===== config.mk =====
export PLATFORM = sky130hd
export DESIGN_NAME = debug_scan_ctl_flat
export DESIGN_NICKNAME = d
export VERILOG_FILES = /design/src/rtl/debug_scan_ctl_if.sv /design/src/rtl/debug_scan_ctl.sv /design/src/flat_wrapper.sv
export SDC_FILE = /design/constraint.sdc
export NUM_CORES = 1
export LEC_CHECK = 0
export BUFFER_PORTS_ARGS = -buffer_cell sky130_fd_sc_hd__buf_2
export CORE_UTILIZATION = 40
export CTS_BUF_LIST = sky130_fd_sc_hd__clkbuf_8 sky130_fd_sc_hd__clkbuf_16
export CTS_CLUSTER_SIZE = 8
export DETAILED_ROUTE_END_ITERATION = 8
export PLACE_DENSITY = 0.62
export SLEW_MARGIN = 5
export SYNTH_ARGS = -nofsm -noshare
export SYNTH_HDL_FRONTEND = slang
export SYNTH_SLANG_ARGS = --single-unit

===== constraint.sdc =====
create_clock -name debug_clk -period 3.2 [get_ports debug_clk]
set_clock_uncertainty 0.2 [all_clocks]
set_input_delay 0.16 -clock debug_clk [delete_from_list [all_inputs] [get_ports debug_clk]]
set_output_delay 0.16 -clock debug_clk [all_outputs]
set_load 0.005 [all_outputs]

===== src/rtl/debug_scan_ctl_if.sv =====
// debug_scan_ctl_if -- probe/control/serial-output bundle for debug_scan_ctl.
//
// Signals:
//   probes[15:0]  asynchronous probe bits into the sequencer
//   trig_sel[3:0] index of the trigger probe (static while armed)
//   trig_edge     0 = rising-edge trigger, 1 = falling-edge trigger
//   arm           level; enables triggering
//   single        1 = one capture per arm assertion, 0 = continuous
//   debug_out     registered serial frame bit (0 when idle)
//   frame_active  high while frame bits are driven
//   armed         high while the sequencer sits in ARMED
//   overrun       sticky; a trigger edge arrived while a frame was shifting
//
// Modports: master drives probes/controls, slave is the sequencer itself.
interface debug_scan_ctl_if;
  logic [15:0] probes;
  logic [3:0]  trig_sel;
  logic        trig_edge;
  logic        arm;
  logic        single;
  logic        debug_out;
  logic        frame_active;
  logic        armed;
  logic        overrun;

  modport master (
    output probes, trig_sel, trig_edge, arm, single,
    input  debug_out, frame_active, armed, overrun
  );

  modport slave (
    input  probes, trig_sel, trig_edge, arm, single,
    output debug_out, frame_active, armed, overrun
  );
endinterface


===== src/rtl/debug_scan_ctl.sv =====
// debug_scan_ctl -- trigger-armed capture sequencer for the serial debug port.
//
// Synchronizes 16 probe bits into debug_clk, waits for a selected edge on one
// probe, freezes all 16 bits plus a 4-bit sequence number and shifts them out
// as one serial frame: header 1,0,1,0, snap[0..15], seq[0..3] and, when
// DEBUG_SCAN_PARITY_EN is defined, an even-parity bit over snap and seq.
//
// Ports:
//   debug_clk  rising-edge clock for all state
//   reset      asynchronous, active-high reset
//   bus        debug_scan_ctl_if.slave (probes, trigger controls, serial out)
//
// Optional feature macro: DEBUG_SCAN_PARITY_EN (adds the 25th, parity, bit).
module debug_scan_ctl (
  input  logic              debug_clk,
  input  logic              reset,
  debug_scan_ctl_if.slave   bus
);

  typedef enum logic [1:0] {IDLE, ARMED, SHIFT, HOLD} state_t;

`ifdef DEBUG_SCAN_PARITY_EN
  localparam logic [4:0] LAST_BIT = 5'd24;
`else
  localparam logic [4:0] LAST_BIT = 5'd23;
`endif

  state_t      state, state_next;
  logic [15:0] s1, s2, s3;
  logic [15:0] snap;
  logic [3:0]  seq;
  logic [4:0]  bit_cnt;
  logic        debug_out_q, frame_active_q, armed_q, overrun_q;
  logic        s2_sel, s3_sel, edge_hit;
  logic        start_frame, end_frame;
  logic        parity_bit;
  logic [24:0] frame_vec;

  // Edge detect looks at s2/s3; s1 only absorbs metastability.
  assign s2_sel   = s2[bus.trig_sel];
  assign s3_sel   = s3[bus.trig_sel];
  assign edge_hit = bus.trig_edge ? (~s2_sel & s3_sel) : (s2_sel & ~s3_sel);

`ifdef DEBUG_SCAN_PARITY_EN
  assign parity_bit = ^{snap, seq};
`else
  assign parity_bit = 1'b0;
`endif

  // Whole frame in transmit order, bit 0 first; header 1,0,1,0 = 4'b0101.
  assign frame_vec = {parity_bit, seq, snap, 4'b0101};

  // NOTE: every output of this block gets a default first, so no path can
  // leave one unassigned and infer a latch.
  always_comb begin
    state_next  = state;
    start_frame = 1'b0;
    end_frame   = 1'b0;
    unique case (state)
      IDLE:  if (bus.arm) state_next = ARMED;
      ARMED: begin
        // A trigger in the same cycle as disarm still gets its frame.
        if (edge_hit) begin
          state_next  = SHIFT;
          start_frame = 1'b1;
        end else if (!bus.arm) begin
          state_next = IDLE;
        end
      end
      SHIFT: begin
        if (bit_cnt == LAST_BIT) begin
          end_frame = 1'b1;
          if (bus.single)   state_next = HOLD;
          else if (bus.arm) state_next = ARMED;
          else              state_next = IDLE;
        end
      end
      HOLD:  if (!bus.arm) state_next = IDLE;
      default: state_next = IDLE;
    endcase
  end

  // NOTE: sequential state uses non-blocking assignments only, so every
  // flop samples the pre-edge values regardless of statement order.
  always_ff @(posedge debug_clk or posedge reset) begin
    if (reset) state <= IDLE;
    else       state <= state_next;
  end

  always_ff @(posedge debug_clk or posedge reset) begin
    if (reset) begin
      s1 <= '0;
      s2 <= '0;
      s3 <= '0;
    end else begin
      s1 <= bus.probes;
      s2 <= s1;
      s3 <= s2;
    end
  end

  // NOTE: the snapshot and sequence registers are reset along with the
  // control state so a truncated frame never leaks stale data afterwards.
  always_ff @(posedge debug_clk or posedge reset) begin
    if (reset) begin
      snap           <= '0;
      seq            <= '0;
      bit_cnt        <= '0;
      debug_out_q    <= 1'b0;
      frame_active_q <= 1'b0;
      armed_q        <= 1'b0;
      overrun_q      <= 1'b0;
    end else begin
      armed_q <= (state_next == ARMED);

      if (state == IDLE && state_next == ARMED)
        overrun_q <= 1'b0;
      else if (state == SHIFT && edge_hit)
        overrun_q <= 1'b1;  // edge is dropped, not queued

      if (start_frame) begin
        snap           <= s2;
        seq            <= seq + 4'd1;
        bit_cnt        <= '0;
        debug_out_q    <= frame_vec[0];
        frame_active_q <= 1'b1;
      end else if (state == SHIFT) begin
        if (end_frame) begin
          bit_cnt        <= '0;
          debug_out_q    <= 1'b0;
          frame_active_q <= 1'b0;
        end else begin
          bit_cnt     <= bit_cnt + 5'd1;
          debug_out_q <= frame_vec[bit_cnt + 5'd1];
        end
      end
    end
  end

  assign bus.debug_out    = debug_out_q;
  assign bus.frame_active = frame_active_q;
  assign bus.armed        = armed_q;
  assign bus.overrun      = overrun_q;

endmodule

===== src/flat_wrapper.sv =====
// flat-port wrapper written by rule: the top's interface ports become plain ports
module debug_scan_ctl_flat 
  (debug_clk, reset, bus_probes, bus_trig_sel, bus_trig_edge, bus_arm, bus_single, bus_debug_out, bus_frame_active, bus_armed, bus_overrun);
  debug_scan_ctl_if bus_i ();
  input  logic debug_clk;
  input  logic reset;
  input wire logic [$bits(bus_i.probes)-1:0] bus_probes;
  input wire logic [$bits(bus_i.trig_sel)-1:0] bus_trig_sel;
  input wire logic [$bits(bus_i.trig_edge)-1:0] bus_trig_edge;
  input wire logic [$bits(bus_i.arm)-1:0] bus_arm;
  input wire logic [$bits(bus_i.single)-1:0] bus_single;
  output wire logic [$bits(bus_i.debug_out)-1:0] bus_debug_out;
  output wire logic [$bits(bus_i.frame_active)-1:0] bus_frame_active;
  output wire logic [$bits(bus_i.armed)-1:0] bus_armed;
  output wire logic [$bits(bus_i.overrun)-1:0] bus_overrun;
  assign bus_i.probes = bus_probes;
  assign bus_i.trig_sel = bus_trig_sel;
  assign bus_i.trig_edge = bus_trig_edge;
  assign bus_i.arm = bus_arm;
  assign bus_i.single = bus_single;
  assign bus_debug_out = bus_i.debug_out;
  assign bus_frame_active = bus_i.frame_active;
  assign bus_armed = bus_i.armed;
  assign bus_overrun = bus_i.overrun;
  debug_scan_ctl u_core (.debug_clk(debug_clk), .reset(reset), .bus(bus_i));
endmodule

### Word level (Yosys, flattened, before mapping)

Cells that the tools add are included.

* memory bits (writable): 0
* input bits: 25
* word-level logic and storage cells: 60
* memories: 0
* output and inout port bits: 4
* flip-flop bits (word level): 79
* bits in latches: 0
* memory bits (read-only): 0

* shift operators: 0
* divide/modulo/power cells: 0
* $mul: 0
* equal/unequal tests: 5
* bitwise gates (word level): 4
* reduce and logical (&&, ||, !) cells: 7
* add/subtract/negate cells: 2
* order comparisons: 2
* multiplexer cells: 29

Operator list (number)
* 1-bit 2-to-1 mux: 17
* 5-bit 2-to-1 mux: 3
* 2-bit 2-to-1 mux: 5
* 1-bit binary-select mux with 4-bit select: 2
* 2-bit case mux with 4 select lines: 1
* 5-bit by 6-bit less-than comparator with 1-bit output (second input constant): 1
* 2-bit nonzero test: 3
* 5-bit by 1-bit adder with 5-bit output (second input constant): 1
* 1-bit binary-select mux with 5-bit select: 1
* 5-bit equality test (second input constant): 1
* 4-bit by 5-bit less-than comparator with 1-bit output (second input constant): 1
* 4-bit by 1-bit adder with 4-bit output (second input constant): 1
* 2-bit by 1-bit equality test with 1-bit output (second input constant): 2
* 2-bit equality test (second input constant): 2
* 1-bit AND: 2
* 1-bit logical AND: 2
* 2-bit zero test: 1
* 1-bit inverter: 2
* 2-bit AND reduction: 1

### Longest topological paths before layout

Gate-level depths: netlist (run 1).

* word-level depth: 10
* gate-level depth with buffers: 8
* gate-level depth less buffers: 7

### Least setup slack after synthesis (run 1)

Ideal clock, no wire load.

* path kind: flip-flop to flip-flop
* start: register u_core.bit_cnt[1]
* end: register u_core.debug_out_q, in the netlist u_core.bus.debug_out
* data required time: 2.875 ns
* buffers on the path: 1
* clock period less this slack: 2.358 ns
* data arrival time: 2.033 ns
* library setup time: 0.125 ns
* stages on the path, launching flop included: 9
* slack: 0.842 ns
* cells stage by stage: dfrtp_1 > ha_1 > buf_2 > mux4_2 > a21oi_1 > a311oi_1 > a311o_1 > nand4_1 > nand3_1

* cells in the longest elaborated chain, start to end: 6
* elaborated cells on any way between the ends: 9
* those cells by class: 1 x add/sub; 1 x eq/ne; 7 x mux

Ends and longest elaborated chain
* start: declaration: RTL line debug_scan_ctl.sv:32 `logic [4:0] bit_cnt;`
* start signal: assignment: RTL line debug_scan_ctl.sv:133 `bit_cnt <= bit_cnt + 5'd1;`
* 5-bit by 1-bit adder with 5-bit output or 5-bit equality test (tied branches): RTL line debug_scan_ctl.sv:134, debug_scan_ctl.sv:71
* 1-bit binary-select mux with 5-bit select or 1-bit 2-to-1 mux (tied branches): RTL line debug_scan_ctl.sv:134, debug_scan_ctl.sv:71
* 1-bit 2-to-1 mux, on equally long branches: RTL line debug_scan_ctl.sv:134, debug_scan_ctl.sv:59
* 1-bit 2-to-1 mux *: RTL line debug_scan_ctl.sv:128 `if (end_frame) begin`
* 1-bit 2-to-1 mux *: RTL line debug_scan_ctl.sv:127 `end else if (state == SHIFT) begin`
* 1-bit 2-to-1 mux *: RTL line debug_scan_ctl.sv:121 `if (start_frame) begin`
* end signal: assignment: RTL line debug_scan_ctl.sv:125 `debug_out_q <= frame_vec[0];`
* end signal: assignment: RTL line debug_scan_ctl.sv:134 `debug_out_q <= frame_vec[bit_cnt + 5'd1];`
* end: declaration: RTL line debug_scan_ctl.sv:33 `logic debug_out_q, frame_active_q, armed_q, overrun_q;`

Every way passes the cells marked *; elsewhere a longest branch is shown, timed or not. The select of a mux whose other input is x is not followed.
A chain may end at the register's enable or synchronous reset.

### Worst setup path in the final report (run 1)

* start: register u_core.bit_cnt[0]
* end: register u_core.armed_q, in the netlist u_core.bus.armed

* cells in the longest elaborated chain, start to end: 4

Ends and longest elaborated chain
* 5-bit equality test: RTL line debug_scan_ctl.sv:71 `if (bit_cnt == LAST_BIT) begin`
* 2-bit 2-to-1 mux: RTL line debug_scan_ctl.sv:71
* 2-bit case mux with 4 select lines: RTL line debug_scan_ctl.sv:59 `unique case (state)`
* 2-bit by 1-bit equality test with 1-bit output: RTL line debug_scan_ctl.sv:114 `armed_q <= (state_next == ARMED);`
* end signal: assignment: RTL line debug_scan_ctl.sv:114
* end: declaration: RTL line debug_scan_ctl.sv:33

Every way passes these cells.

==> impl_metrics.csv, run 1 <==
group,metric,value,unit
die,initial_core_util,0.421,
timing,report.final.setup_viol,0,
worst_hold_path,hold_path.class,"primary input to register",
worst_setup_path,path_cells,"ha_1 > nand3_1 > or2_2 > nor3_1 > o21ai_0 > dlygate4sd3_1 > a21oi_1",
timing,slew_headroom,0.467,
worst_setup_path,critPathMaxFanout,9,
logic_synthesis,syn_area_per_cell,15.0,µm²
timing,fin_crit_sh,0.815,
timing,hold_violations,0,
routing,num_vias,1785,
clock_tree,cts_tree,"built",
clock_tree,clk_path_buf_depth,2,
power_and_ir_drop,vdd_drop_max,0.419,mV
die,die_area,0.00815,mm²
cells_and_area,nets,288,
cells_and_area,fin_util,0.506,
logic_synthesis,synth_cells,208,
timing,slew_violations,0,
routing,drtAntennaViolNets,0,
clock_tree,clk_latency,0.35,ns
place,placed_cells,329,
clock_tree,htree_levels,3,
timing,max_freq,383,MHz
logic_synthesis,synth_cell_types,41,
logic_synthesis,syn_area,0.00312,mm²
die,die_y,90.3,µm
logic_synthesis,synthArstFlopShare,1.00,
worst_setup_path,crit_arrival,2.68,ns
worst_setup_path,cp.required,3.27,ns
clock_tree,cts_buffers,9,
global_route,antenna_found_initial,0,
logic_synthesis,yosysSeqAreaShare,0.634,
outcome,status,"finished, final reports clean",
worst_setup_path,cp_top_family,"simple AND/OR/NAND/NOR gates",
place,portBuffers,28,
die,ios,29,
cells_and_area,stdcell_count,365,
routing,drt-initial-drc-count,83,
logic_synthesis,yosysWarnings,0,
routing,wire_per_inst,14.2,µm
logic_synthesis,ys_ff_latch,79,
power_and_ir_drop,leakage,0.00169,µW
cells_and_area,antenna_cells,0,
routing,drc,0,
cells_and_area,mostFrequentLayoutCells,"dfrtp_1, buf_2, dlygate4sd3_1",
run,cap_violations,0,
routing,dr.pass1.iters,4,
worst_setup_path,end_kind,"register",
timing,tightest_slew,0.798,ns
timing,period_minus_slack,2.61,ns
logic_synthesis,synthFlopType,"dfrtp_1",
worst_setup_path,worstSetupPathType,"register to register",
global_route,grt_max_degree,43,
routing,drt-vias-per-instance,4.89,
cells_and_area,mostFrequentLayoutCell,"dfrtp_1",
clock_tree,cts_setup_buffers,0,
clock_tree,cts.sinks,79,
timing,rsz0062_at_grt,"false",
place,gp_congestion,0.811,
clock_tree,path_clk_slew,0.08,ns
worst_setup_path,max_stage_delay,0.57,ns
routing,drt-total-wl,5.18,mm
die,fp.dieW,90.3,µm
worst_setup_path,path_buf_inv,1,
global_route,track_usage,0.143,
logic_synthesis,syn_nets,235,
worst_setup_path,critPathSlowestCell,"dlygate4sd3_1",
clock_tree,root_buffer,"clkbuf_8",
cells_and_area,drive_gt1_frac,0.289,
worst_setup_path,critPathLaunchType,"register",
timing,setup_tns,0,ns
die,num_rows,31,
power_and_ir_drop,power_density,766,mW/mm²
logic_synthesis,synth_edf_count,0,
cells_and_area,area_growth,20.2,%
global_route,grt_overflow,0,
die,coreArea,0.00741,mm²
global_route,grt_pass1_vias,1840,
global_route,grt_pass1_wl,8.79,mm
place,dp_hpwl,3.60,mm
## flip-flops by register name, indices dropped and copies added (netlist names)
signal                   cells
u_core.seq                   4
u_core.bus.frame_active      1
u_core.s1                   16
u_core.bit_cnt               5
u_core.s3                   16
u_core.state                 2
u_core.bus.armed             1
u_core.bus.debug_out         1
u_core.s2                   16
u_core.snap                 16
u_core.bus.overrun           1
## cell families (layout without fill, tap and decap cells)
group,Yosys count,in the layout,share of synthesized area
DFF,79,79,0.634
xor gates and xnor gates,6,6,0.0169
AOI/OAI and AO/OA,24,24,0.0522
buffers and inverters,16,74,0.0297
and+or+nand+nor,45,45,0.0711
muxes,36,36,0.188
adders and majority gates,2,2,0.00803
## layout make-up
type / count / area, µm²
Fill cell: 651 / 3660
Clock buffer: 9 / 124
Inverter: 7 / 26.3
Sequential cell: 79 / 1980
Multi-Input combinational cell: 113 / 1050
Tap cell: 99 / 124
Timing Repair Buffer: 51 / 375
Clock inverter: 7 / 73.8
## final timing paths
path	slack (ns)	cells past startpoint	from	end
min in group asynchronous	0.30	3	reset	u_core.s1[1]
hold reg to reg	0.15	0	u_core.s1[9]	u_core.s2[9]
hold / removal	0.13	4	bus_trig_edge	u_core.bus.armed
max in group asynchronous	1.81	4	reset	u_core.snap[10]
setup / recovery	0.59	7	u_core.bit_cnt[0]	u_core.bus.armed
setup reg to reg	0.59	7	u_core.bit_cnt[0]	u_core.bus.armed
## metal layers
layer  routed length [µm]  part of all wire  track usage  vias to the layer above
met1                 2430              0.47        0.182                      895
met2                 2480              0.48        0.224                       36
li1                     -                 -            -                      846
met3                  202             0.039       0.0513                        8
met5                    0                 0            0                        -
met4                   70             0.014       0.0565                        0
## what timing repair did
item | CTS | global route
hold buffers | 20 | 0
setup endpoints to repair | 0 | 0
gates resized for setup | 0 | 0
endpoints found under the hold margin | 56 | 0
## cells in the mapped netlist (2+ instances only)
master,number,share of area
nand2_1,15,0.018
mux2i_1,6,0.019
clkbuf_1,5,0.0060
ha_1,2,0.0080
inv_1,7,0.0084
o21ai_0,7,0.011
nor2_1,6,0.0072
mux4_1,3,0.025
xor2_1,4,0.011
mux2_2,7,0.025
xnor2_1,2,0.0056
a221oi_1,2,0.0056
nand3_1,10,0.016
buf_6,2,0.0072
nor2b_1,4,0.0080
nor3_1,2,0.0032
a21oi_1,5,0.0080
dfrtp_1,79,0.63
mux4_2,8,0.058
mux2_4,11,0.053
## power breakdown
| group | internal (µW) | switching [µW] |
|---|---|---|
| Clock | 362 | 350 |
| Sequential | 1210 | 168 |
| Combinational | 466 | 319 |
| Total | 2030 | 836 |
## stage by stage
| stage | hold slack, ns | power, µW | worst slack (ns) | area (µm²) |
|---|---|---|---|---|
| floorplan | -0.00857 | 1980 | 0.817 | 3120 |
| finish | 0.128 | 2870 | 0.592 | 3750 |
| global placement | 0.0678 | 2150 | 0.678 | 3350 |
| detailed placement | 0.0693 | 2170 | 0.617 | 3350 |
| CTS | 0.0989 | 2920 | 0.589 | 3750 |
| global route | 0.131 | 3060 | 0.333 | 3750 |
## worst min-delay path, delay by kind of cell
family / cells / cell delay (ns)
buf+inv: 1 / 0.13
simple gates: 2 / 0.25
compound gates: 1 / 0.09
No activity file was read; power rests on OpenSTA's default activity.
==> run 2: changes to the inputs <==
--- a/config.mk
+++ b/config.mk
@@ -10,7 +10,7 @@
 export CTS_BUF_LIST = sky130_fd_sc_hd__clkbuf_8 sky130_fd_sc_hd__clkbuf_16
 export CTS_CLUSTER_SIZE = 8
 export DETAILED_ROUTE_END_ITERATION = 8
-export PLACE_DENSITY = 0.62
+export PLACE_DENSITY = 0.65
 export SLEW_MARGIN = 5
 export SYNTH_ARGS = -nofsm -noshare
 export SYNTH_HDL_FRONTEND = slang
==> constraint.sdc (replaced) <==
create_clock -name debug_clk -period 2.35 [get_ports debug_clk]
set_clock_uncertainty 0.2 [all_clocks]
set_input_delay 0.1175 -clock debug_clk [delete_from_list [all_inputs] [get_ports debug_clk]]
set_output_delay 0.1175 -clock debug_clk [all_outputs]
set_load 0.005 [all_outputs]
==> impl_metrics.csv, run 2 (same netlist as run 1, synthesis figures left out) <==
group,metric,value,unit
outcome,status,"finished, violations left",
outcome,violations,"setup timing",
timing,slew_headroom,0.618,
timing,hold_violations,0,
global_route,grt_pass1_wl,9.58,mm
timing,rsz0062_at_grt,"true",
clock_tree,htree_levels,3,
global_route,grt_max_degree,33,
worst_hold_path,hold_path.class,"primary input to register",
worst_setup_path,end_kind,"register",
routing,drt-initial-drc-count,60,
die,num_rows,31,
power_and_ir_drop,switching_power,1250,µW
cells_and_area,final_area,0.00395,mm²
worst_setup_path,worstSetupPathType,"register to register",
global_route,grt_pass1_vias,1994,
global_route,gr-usage-met3,0.0480,
die,die_y,90.3,µm
timing,report.final.setup_viol,1,
worst_setup_path,cp.required,2.40,ns
die,fp.dieW,90.3,µm
timing,tightest_slew,0.571,ns
worst_setup_path,r2r-start,"u_core.s2[12]",
worst_setup_path,crit_arrival,2.40,ns
place,gp_congestion,0.813,
die,coreArea,0.00741,mm²
cells_and_area,mostFrequentLayoutCells,"dfrtp_1, buf_2, dlygate4sd3_1",
clock_tree,cts_tree,"built",
clock_tree,clk_latency,0.36,ns
cells_and_area,fin_util,0.533,
die,die_area,0.00815,mm²
power_and_ir_drop,leakage,0.00181,µW
power_and_ir_drop,power_density,1030,mW/mm²
global_route,met1_usage,0.198,
timing,fin_crit_sh,1.00,
clock_tree,root_buffer,"clkbuf_8",
die,ios,29,
routing,drtAntennaViolNets,0,
clock_tree,clk_path_buf_depth,2,
global_route,grt_busiest_layer,"met2",
routing,num_vias,1857,
power_and_ir_drop,power_switching_share,0.309,
clock_tree,cts_buffers,9,
cells_and_area,drive_gt1_frac,0.353,
power_and_ir_drop,pwr-share-seq,0.458,
place,dp_hpwl,3.74,mm
global_route,grt_overflow,0,
timing,slew_violations,0,
routing,drt-total-wl,5.62,mm
power_and_ir_drop,p_int,2810,µW
routing,drt-vias-per-instance,4.86,
global_route,antenna_found_initial,0,
clock_tree,cts.sinks,79,
cells_and_area,mostFrequentLayoutCell,"dfrtp_1",
worst_setup_path,worstSetupStartpoint,"u_core.s2[12]",
timing,fin_ws,-0.000203,ns
worst_setup_path,critPathMaxFanout,7,
power_and_ir_drop,power_frac_comb,0.312,
die,initial_core_util,0.421,
run,cap_violations,0,
place,portBuffers,28,
cells_and_area,antenna_cells,0,
worst_hold_path,hold_start,"bus_trig_edge",
place,placedInstanceArea,0.00347,mm²
power_and_ir_drop,clkPwrFrac,0.230,
routing,wire_per_inst,14.7,µm
power_and_ir_drop,vdd_drop_max,0.754,mV
global_route,track_usage,0.154,
timing,period_minus_slack,2.35,ns
timing,max_freq,425,MHz
cells_and_area,nets,305,
cells_and_area,area_growth,26.8,%
clock_tree,path_clk_slew,0.09,ns
routing,dr.pass1.iters,4,
worst_setup_path,critPathLaunchType,"register",
routing,drc,0,
global_route,grt_use_met2,0.240,
[run 2: cell types whose count changed in the layout (fill, tap and decap cells not counted), sizes merged]
cell,previous run,this run
buf,31,48
inv,9,12
clkinv,4,2
bufinv,1,0
clkbuf,9,10
dlygate4sd3,20,19
[run 2: layer usage]
metal | share of wire | wire (µm)
met1 | 0.47 | 2650
met2 | 0.47 | 2620
met3 | 0.043 | 242
met4 | 0.020 | 112
met5 | 0 | 0
[run 2: power by group through the flow]
stage | sequential [µW] | combinational (µW) | clock [µW]
5_1_grt | 1900 | 1400 | 1030
2_1_floorplan | 1800 | 906 | 0
6_report | 1860 | 1270 | 933
3_3_place_gp | 1870 | 1130 | 0
4_1_cts | 1850 | 1190 | 971
3_5_place_dp | 1880 | 1160 | 0
[run 2: worst max-delay path: stages, from the launching register on]
cell and delay [ns]:
dfrtp_1 0.40, mux4_2 0.47, a22oi_2 0.22, a31oi_2 0.14, mux2i_4 0.29, clkbuf_16 0.22, mux2_4 0.29
[run 2: final timing paths]
| check | depth (start not counted) | to | slack (ns) |
|---|---|---|---|
| min in group asynchronous | 3 | u_core.s1[6] | 0.14 |
| hold / removal | 4 | u_core.bit_cnt[4] | 0.07 |
| setup reg to reg | 6 | u_core.snap[14] | -0.0002 |
| max in group asynchronous | 4 | u_core.bit_cnt[1] | 1.09 |
| setup / recovery | 6 | u_core.snap[14] | -0.0002 |
| hold reg to reg | 0 | u_core.s2[13] | 0.15 |
[run 2: timing repair]
item	CTS	global route
hold endpoints to repair	76	0
hold buffers	19	0
endpoints found under the setup margin	15	22
cloned	0	1
setup buffers	1	3
pin swaps	0	2
gates resized for setup	1	10
[run 2: through the flow]
step / total power (µW) / hold WS (ns) / cells / setup slack [ns] / setup TNS, ns
after floorplan: 2710 / -0.0511 / 208 / 0.00912 / 0
after global placement: 3000 / -0.0232 / 342 / 0.0141 / 0
after detailed placement: 3030 / -0.0223 / 342 / -0.0265 / -0.211
after CTS: 4010 / 0.0595 / 378 / 0.00196 / 0
after global routing: 4320 / 0.114 / 382 / -0.0660 / -0.870
final: 4060 / 0.0738 / 382 / -0.000203 / -0.000203
[run 2: cell type report]
cell class | instances | area [µm²]
clock inverters | 7 | 60.1
clock buffers | 9 | 124
well taps | 99 | 124
flip-flops and latches | 79 | 1980
fillers | 628 | 3460
repair buffers | 68 | 543
inverters | 7 | 26.3
multi-input cells | 113 | 1100
==> run 3: changes to the inputs <==
--- a/config.mk
+++ b/config.mk
@@ -10,7 +10,7 @@
 export CTS_BUF_LIST = sky130_fd_sc_hd__clkbuf_8 sky130_fd_sc_hd__clkbuf_16
 export CTS_CLUSTER_SIZE = 8
 export DETAILED_ROUTE_END_ITERATION = 8
-export PLACE_DENSITY = 0.65
+export PLACE_DENSITY = 0.62
 export SLEW_MARGIN = 5
 export SYNTH_ARGS = -nofsm -noshare
 export SYNTH_HDL_FRONTEND = slang
==> constraint.sdc (replaced) <==
create_clock -name debug_clk -period 2.6 [get_ports debug_clk]
set_clock_uncertainty 0.2 [all_clocks]
set_input_delay 0.13 -clock debug_clk [delete_from_list [all_inputs] [get_ports debug_clk]]
set_output_delay 0.13 -clock debug_clk [all_outputs]
set_load 0.005 [all_outputs]
==> impl_metrics.csv, run 3 (same netlist as run 1, synthesis figures left out) <==
group,metric,value,unit
outcome,status,"finished, final reports clean",
timing,rsz0062_at_grt,"false",
routing,drt-initial-drc-count,86,
timing,tightest_slew,0.529,ns
timing,report.final.setup_viol,0,
place,placedInstanceArea,0.00338,mm²
routing,drtAntennaViolNets,0,
worst_setup_path,end_kind,"register",
die,num_rows,31,
worst_setup_path,crit_arrival,2.40,ns
routing,drc,0,
place,gp_congestion,0.767,
worst_setup_path,cp_top_family,"multiplexers",
power_and_ir_drop,power_frac_comb,0.287,
timing,max_freq,423,MHz
cells_and_area,drive_gt1_frac,0.300,
global_route,track_usage,0.149,
timing,hold_violations,0,
worst_setup_path,critPathMaxFanout,26,
place,dp_hpwl,3.58,mm
clock_tree,root_buffer,"clkbuf_8",
routing,wire_per_inst,14.6,µm
routing,dr.pass1.iters,4,
power_and_ir_drop,switching_power,1040,µW
die,die_area,0.00815,mm²
clock_tree,cts_buffers,9,
power_and_ir_drop,pwr-share-seq,0.471,
worst_setup_path,worstSetupPathType,"register to register",
timing,fin_ws,0.237,ns
power_and_ir_drop,leakage,0.00169,µW
cells_and_area,nets,290,
routing,num_vias,1783,
timing,setup_tns,0,ns
worst_setup_path,cp.required,2.63,ns
global_route,grt_pass1_vias,1862,
power_and_ir_drop,p_int,2520,µW
cells_and_area,fin_util,0.509,
die,coreArea,0.00741,mm²
place,placed_cells,331,
cells_and_area,mostFrequentLayoutCell,"dfrtp_1",
die,ios,29,
global_route,grt_overflow,0,
worst_setup_path,max_stage_delay,0.46,ns
die,die_y,90.3,µm
cells_and_area,mostFrequentLayoutCells,"dfrtp_1, buf_2, dlygate4sd3_1",
die,initial_core_util,0.421,
power_and_ir_drop,vdd_drop_max,0.449,mV
routing,drt-total-wl,5.34,mm
power_and_ir_drop,clkPwrFrac,0.243,
cells_and_area,fillers,628,
clock_tree,clk_latency,0.35,ns
timing,fin_crit_sh,0.909,
global_route,antenna_found_initial,0,
worst_setup_path,path_cells,"mux4_2 > a22oi_1 > a31oi_1 > mux2i_4 > buf_12 > mux2_2",
global_route,grt_pass1_wl,9.00,mm
global_route,grt_max_degree,80,
worst_setup_path,critPathLaunchType,"register",
routing,drt-vias-per-instance,4.87,
power_and_ir_drop,power_switching_share,0.292,
cells_and_area,final_area,0.00377,mm²
timing,slew_headroom,0.646,
clock_tree,path_clk_slew,0.08,ns
worst_setup_path,critPathSlowestCell,"mux4_2",
place,portBuffers,28,
power_and_ir_drop,power_density,945,mW/mm²
worst_setup_path,path_buf_inv,1,
cells_and_area,antenna_cells,0,
die,fp.dieW,90.3,µm
timing,period_minus_slack,2.36,ns
place,pre_cts_ws,0.200,ns
clock_tree,cts_tree,"built",
cells_and_area,stdcell_count,366,
timing,slew_violations,0,
run,cap_violations,0,
cells_and_area,area_growth,21.0,%
clock_tree,htree_levels,3,
worst_hold_path,hold_path.class,"primary input to register",
clock_tree,clk_path_buf_depth,2,
clock_tree,cts.sinks,79,
run 3: path summary, 6_finish.rpt:
path | from | to | slack (ns) | cells past startpoint
max | u_core.s2[9] | u_core.snap[2] | 0.24 | 6
min | bus_trig_edge | u_core.bit_cnt[4] | 0.1 | 4
max reg2reg | u_core.s2[9] | u_core.snap[2] | 0.24 | 6
min reg2reg | u_core.s1[5] | u_core.s2[5] | 0.15 | 0
max in group asynchronous | reset | u_core.snap[8] | 1.67 | 4
min in group asynchronous | reset | u_core.s1[5] | 0.23 | 4
run 3: repair_timing:
action | CTS | global route
hold buffers | 20 | 0
resized for setup | 0 | 2
endpoints found under the setup margin | 0 | 1
setup buffers | 0 | 0
hold endpoints to repair | 98 | 0
run 3: final cells by class:
cell class                      instances  area [µm²]  area share
Timing Repair Buffer                   53         403       0.107
Clock inverter                          6        62.6      0.0166
Tap cell                               99         124      0.0328
Multi-Input combinational cell        113        1050       0.280
Inverter                                7        26.3     0.00697
Clock buffer                            9         124      0.0328
Sequential cell                        79        1980       0.524
run 3: power groups by stage:
| stage | combinational, µW | sequential, µW | clock [µW] |
|---|---|---|---|
| floorplan | 810 | 1630 | 0 |
| global placement | 983 | 1690 | 0 |
| detailed placement | 1010 | 1700 | 0 |
| CTS | 1030 | 1680 | 910 |
| global route | 1140 | 1720 | 955 |
| finish | 1020 | 1680 | 864 |
run 3: metal layers:
metal  part of all wire  up-vias  GRT usage  routed length, µm
met5                  0        -          0                  0
met2               0.47       43      0.228               2510
met3              0.038        7     0.0497                201
met4              0.019        0     0.0860                102
met1               0.47      883      0.184               2530
li1                   -      850          -                  -
run 3: per-stage QoR:
| stage | total power [µW] | hold slack (ns) |
|---|---|---|
| 2_1_floorplan | 2440 | -0.0386 |
| 3_3_place_gp | 2670 | 0.0376 |
| 3_5_place_dp | 2710 | 0.0393 |
| 4_1_cts | 3620 | 0.0635 |
| 5_1_grt | 3810 | 0.0889 |
| 6_report | 3560 | 0.0990 |
run 3: worst reg2reg max path, delay by kind of cell, from the launching register on:
family,cells,cell delay [ns]
multiplexers,3,1.00
AO/OA/AOI/OAI,2,0.41
flip-flops,1,0.42
buffers and inverters,1,0.22
